**config.mk**
```make
export PLATFORM = sky130hd
export DESIGN_NAME = unidade_controle_jogo
export DESIGN_NICKNAME = d
export VERILOG_FILES = /design/src/rtl/unidade_controle_jogo.sv
export SDC_FILE = /design/constraint.sdc
export NUM_CORES = 1
export LEC_CHECK = 0
export BUFFER_PORTS_ARGS = -buffer_cell sky130_fd_sc_hd__buf_2
export CAP_MARGIN = 30
export CORE_MARGIN = 2
export CORE_UTILIZATION = 48
export DETAILED_ROUTE_END_ITERATION = 6
export GPL_TIMING_DRIVEN = 0
export PLACE_DENSITY = 0.77
export SKIP_LAST_GASP = 1
export SLEW_MARGIN = 20
export SYNTH_ARGS = -nofsm -noshare
export SYNTH_HDL_FRONTEND = slang
export SYNTH_SLANG_ARGS = --single-unit
```
**constraint.sdc**
```tcl
create_clock -name clock -period 2.4 [get_ports clock]
set_input_delay 0.6 -clock clock [delete_from_list [all_inputs] [get_ports clock]]
set_output_delay 0.6 -clock clock [all_outputs]
set_load 0.01 [all_outputs]
```
**src/rtl/unidade_controle_jogo.sv**
```systemverilog
// -----------------------------------------------------------------------------
// unidade_controle_jogo
//
// Moore control unit for the memory game. It clears the datapath, plays back
// the ROM sequence (one item per display-timer period), collects the player's
// moves under the move timeout, and grows the round by one after every correct
// round. It reports a win, a mistake or a timeout.
//
// Ports:
//   clock                   system clock (1000 Hz)
//   reset                   synchronous reset, active low
//   iniciar                 start / restart request (level)
//   jogada_feita            one-cycle move pulse from the edge detector
//   igual                   registered move matches the ROM data
//   enderecoIgualSequencia  address counter equals sequence counter
//   fimS                    sequence counter RCO (end of game when USA_FIMS=1)
//   fimTMR                  display timer end
//   timeout                 move timeout flag
//   db_sequencia_in         sequence count (end of game when USA_FIMS=0)
//   zera*, registra*, conta* datapath controls
//   pronto, ganhou, perdeu, db_timeout  game status
//   db_estado               current state code
//
// Outputs are registered together with the state: each cycle the decode of
// the next state is captured, so outputs always match db_estado and never
// depend combinationally on the inputs.
// -----------------------------------------------------------------------------
module unidade_controle_jogo #(
   parameter logic [3:0] ULTIMA_RODADA = 4'd15,
   parameter bit         USA_FIMS      = 1'b1
) (
   input  logic       clock,
   input  logic       reset,
   input  logic       iniciar,
   input  logic       jogada_feita,
   input  logic       igual,
   input  logic       enderecoIgualSequencia,
   input  logic       fimS,
   input  logic       fimTMR,
   input  logic       timeout,
   input  logic [3:0] db_sequencia_in,
   output logic       zeraR,
   output logic       zeraE,
   output logic       zeraS,
   output logic       zeraM,
   output logic       zeraTMR,
   output logic       registraR,
   output logic       registraM,
   output logic       contaE,
   output logic       contaS,
   output logic       contaTMR,
   output logic       pronto,
   output logic       ganhou,
   output logic       perdeu,
   output logic       db_timeout,
   output logic [3:0] db_estado
);

   typedef enum logic [3:0] {
      Inicial       = 4'h0,
      Preparacao    = 4'h1,
      IniciaRodada  = 4'h2,
      Mostra        = 4'h3,
      ProximoMostra = 4'h4,
      FimMostra     = 4'h5,
      Espera        = 4'h6,
      Registra      = 4'h7,
      Compara       = 4'h8,
      Ultima        = 4'h9,
      ProximaRodada = 4'hA,
      ProximaJogada = 4'hB,
      Esgotado      = 4'hC,
      Acertou       = 4'hD,
      Errou         = 4'hE,
      Invalido      = 4'hF
   } estado_t;

   // Output vector bit order:
   // {zeraR, zeraE, zeraS, zeraM, zeraTMR, registraR, registraM,
   //  contaE, contaS, contaTMR, pronto, ganhou, perdeu, db_timeout}
   estado_t     estado_q, estado_d;
   logic [13:0] saidas_q, saidas_d;
   logic        fim_jogo;

   assign fim_jogo = USA_FIMS ? fimS : (db_sequencia_in == ULTIMA_RODADA);

   always_comb begin
      estado_d = estado_q;
      case (estado_q)
         Inicial:       if (iniciar) estado_d = Preparacao;
         Preparacao:    estado_d = IniciaRodada;
         IniciaRodada:  estado_d = Mostra;
         // ROM data for the new address is only valid a cycle after contaE,
         // so the last-item test is made here rather than in ProximoMostra.
         Mostra:        if (fimTMR) estado_d = enderecoIgualSequencia ? FimMostra : ProximoMostra;
         ProximoMostra: estado_d = Mostra;
         FimMostra:     estado_d = Espera;
         Espera: begin
            // A move in the same cycle as the timeout wins.
            if (jogada_feita)  estado_d = Registra;
            else if (timeout)  estado_d = Esgotado;
         end
         Registra:      estado_d = Compara;
         Compara: begin
            if (!igual)                      estado_d = Errou;
            else if (enderecoIgualSequencia) estado_d = Ultima;
            else                             estado_d = ProximaJogada;
         end
         Ultima:        estado_d = fim_jogo ? Acertou : ProximaRodada;
         ProximaRodada: estado_d = IniciaRodada;
         ProximaJogada: estado_d = Espera;
         Esgotado, Acertou, Errou: if (iniciar) estado_d = Preparacao;
         default:       estado_d = Inicial;
      endcase
   end

   always_comb begin
      saidas_d = '0;
      case (estado_d)
         Preparacao:    saidas_d = 14'b11111_00000_0000;
         IniciaRodada:  saidas_d = 14'b11001_00000_0000;
         Mostra:        saidas_d = 14'b00000_01001_0000;
         ProximoMostra: saidas_d = 14'b00001_00100_0000;
         FimMostra:     saidas_d = 14'b01011_00000_0000;
         Registra:      saidas_d = 14'b00000_10000_0000;
         ProximaRodada: saidas_d = 14'b10000_00010_0000;
         ProximaJogada: saidas_d = 14'b10000_00100_0000;
         Esgotado:      saidas_d = 14'b00000_00000_1011;
         Acertou:       saidas_d = 14'b00000_00000_1100;
         Errou:         saidas_d = 14'b00000_00000_1010;
         default:       saidas_d = '0;
      endcase
   end

   always_ff @(posedge clock) begin
      if (!reset) begin
         estado_q <= Inicial;
         saidas_q <= '0;
      end else begin
         estado_q <= estado_d;
         saidas_q <= saidas_d;
      end
   end

   assign {zeraR, zeraE, zeraS, zeraM, zeraTMR, registraR, registraM,
           contaE, contaS, contaTMR, pronto, ganhou, perdeu, db_timeout} = saidas_q;
   assign db_estado = estado_q;

endmodule
```
==> reports/metrics.csv <==
metric,value,unit
CTS buffer count,3,
Final setup viols,0,
Die W,47.2,um
WS Path Type,register to register,
top sig layer,met4,
"top cells by count, synth","dfxtp_1 (17), nor2_1 (9), inv_1 (6), a21oi_1 (5), nand2_1 (5)",
All-Layer GR Usage,18.9,%
"Slew Viols, Final",0,
Reg-to-Reg End,saidas_q[6]$_SDFF_PN0_,
final WL,1880,um
hold path cells,3,
CTS tree,built,
Tcrit/Tclk final,82.3,%
post-synth cell types,38,
area of the mapped netlist,897,um^2
clock tree buffer depth,2,
status,"complete, no violations",
most common flop cell mapped by yosys,dfxtp_1,
Final ANT Viol Nets,0,
Worst Hold Endpoint,db_estado[0]$_SDFF_PN0_,
Skew-Pair Late Insertion Delay,0.28,ns
HPWL after detailed placement,1420,um
largest net degree at the start of global routing,11,
Tightest Pin Transition,0.367,ns
met3 WL,103,um
"Seq/Total Area, Yosys",37.9,%
initial core utilization,51.4,%
slowest CP cell,or3b_1,
CTS resizes,0,
Sw Pwr,0.674,mW
total power per unit cell area,1370,nW/um^2
Placed Instances,150,
Hold Crit Start,reset,
P_leak,0.506,nW
vias per cell,5.36,
Synth async-reset ratio,0,%
f_max,506,MHz
Post-CTS Setup Inserts,0,
met1 WL,847,um
combinational group share of total power,63.2,%
largest family of logic cells by synthesized area,simple AND/OR/NAND/NOR gates,
DR WL/cell,12.2,um
CTS sink cnt,17,
clk_skew,0.00359,ns
most common cell in the netlist,dfxtp_1,
I/O Pins,31,
syn_nets,116,
Max-Cap Viols,0,
Syn Area/Cell,9.06,um^2
core area,1750,um^2
Worst-path clk slew,0.09,ns
simple-gate area share of the yosys netlist,26.2,%
layout cells sized above 1,35.7,%
Layout Area Growth over Synthesis,21.1,%
number of global-route vias before repair,709,
unrepaired setup endpoints after global routing,false,
Worst EP required,2.62,ns
DR WL met2,907,um
Worst slew margin,75.5,%
die area,2230,um^2
antenna cells,0,
CP Cell Sequence,buf_6 > buf_4 > nor4b_1 > a31oi_1 > o311a_2 > ha_1 > or3b_1 > a21oi_1,
CP Launch Type,register,
number of flops mapped to enable cells by yosys,0,
RD Place Congestion,0.869,
drc violations,0,
post-synthesis xor/xnor area fraction,0,%
Vias,825,
CP endpoint kind,register,
H-tree lvl count,1,
Fill cells,158,
Min-Delay Path Class,primary input to register,
minimum clock period,1.98,ns
Synth Area in Compound Gates,20.1,%
Max rail drop VDD,0.880,mV
r2r setup slk,0.42,ns
CTS Root Cell,clkbuf_4,
switch share,45.3,%
Post-Synth Adder-Cell Area,5.58,%
initial antenna violation count,0,
mux cell area share after synthesis,1.12,%
fin cells,154,
Nets,147,
die span in y,47.2,um
Starting DRT DRC Count,14,
Int Pwr,0.815,mW
setup_tns,0,ns
warnings from Yosys,0,
critical path arrival,2.19,ns
hold_ws,0.631,ns
synth top area cells,"dfxtp_1 (38%), ha_1 (5.6%), nor2_1 (3.8%)",
Gate Count Post-Synth,99,
cell type with the highest aggregate area in the netlist,dfxtp_1,
Final Hold Vio Count,0,
flip-flop and latch count after synthesis,17,
Clock Power Share,9.8,%
Synth top area share,37.9,%
Worst Reg-to-Reg Cells,8,
total grt overflow,0,
Critical Path Max Stage Delay,0.35,ns
Reg power frac,27.0,%
PortBufs,26,
CP Max Fanout,10,
FP Rows,15,
global-route wire length before repair,3000,um
Pre-antenna DRT Iters,4,
reg2reg start,db_estado[2]$_SDFF_PN0_,
hold_buf cts,0,
==> cell type report <==
type	instances	area, um^2	share of cell area [%]
buffer	7	51.3	4.72
clock buffer	3	22.5	2.07
clock inverter	1	5.00	0.461
inverter	8	30.0	2.76
multi-input combinational	67	475	43.8
sequential	17	340	31.3
tap	25	31.3	2.88
timing repair buffer	26	130	12.0
==> worst max-delay path: cells and delay by family (launching register included) <==
kind / cells / cell delay [ns]
compound gates: 3 / 0.59
fa+ha+maj: 1 / 0.19
buf+inv: 2 / 0.30
simple gates: 2 / 0.50
flops: 1 / 0.32
==> layer usage <==
layer	vias up	global-route usage, %
li1	419	-
met2	28	32.2
met3	2	3.85
met5	-	0
met4	0	5.00
met1	376	24.2
==> power groups by stage <==
| stage | clock [mW] | sequential, mW | combinational, mW |
|---|---|---|---|
| after floorplan | 0 | 0.446 | 0.663 |
| after global placement | 0 | 0.406 | 0.903 |
| after detailed placement | 0 | 0.411 | 0.936 |
| after CTS | 0.152 | 0.403 | 0.943 |
| after global routing | 0.160 | 0.413 | 1.04 |
| final | 0.146 | 0.402 | 0.941 |
==> per-stage QoR <==
stage               area, um^2  total power [mW]  setup WS (ns)  utilization [%]
global route              1090              1.62          0.329             62.2
floorplan                  897              1.11          0.404                -
detailed placement        1060              1.35          0.198             60.6
global placement          1060              1.31          0.222             60.6
CTS                       1090              1.50          0.431             62.2
finish                    1090              1.49          0.425             62.2
==> registers in the layout, summed over array words and instances, names as in the netlist <==
name       flops
db_estado      4
saidas_q      13
==> cell families after synthesis <==
group / after synthesis
muxes: 1
and+or+nand+nor: 38
buffers and inverters: 15
adders and majority gates: 4
DFF: 17
AOI/OAI and AO/OA: 24
==> cell usage in the layout (no fill, tap or decap), types with 4 or more instances in the layout <==
| cell | Yosys | final |
|---|---|---|
| buf_4 | 4 | 4 |
| inv_1 | 6 | 6 |
| nand2_1 | 5 | 5 |
| nor3b_1 | 4 | 4 |
| nor3_1 | 4 | 4 |
| buf_2 | 2 | 28 |
| a21oi_1 | 5 | 5 |
| o21ai_0 | 4 | 4 |
| dfxtp_1 | 17 | 17 |
| ha_1 | 4 | 4 |
| nor2_1 | 9 | 9 |
==> worst max path at each step <==
stage,endpoint,startpoint,cells past startpoint
final,saidas_q[6]$_SDFF_PN0_,db_estado[2]$_SDFF_PN0_,8
after global routing,saidas_q[13]$_SDFF_PN0_,db_estado[2]$_SDFF_PN0_,8
after CTS,saidas_q[6]$_SDFF_PN0_,db_estado[2]$_SDFF_PN0_,8
after detailed placement,saidas_q[13]$_SDFF_PN0_,igual,7
after global placement,saidas_q[13]$_SDFF_PN0_,igual,7
after floorplan,saidas_q[13]$_SDFF_PN0_,igual,6
(Power assumes the default switching activity.)
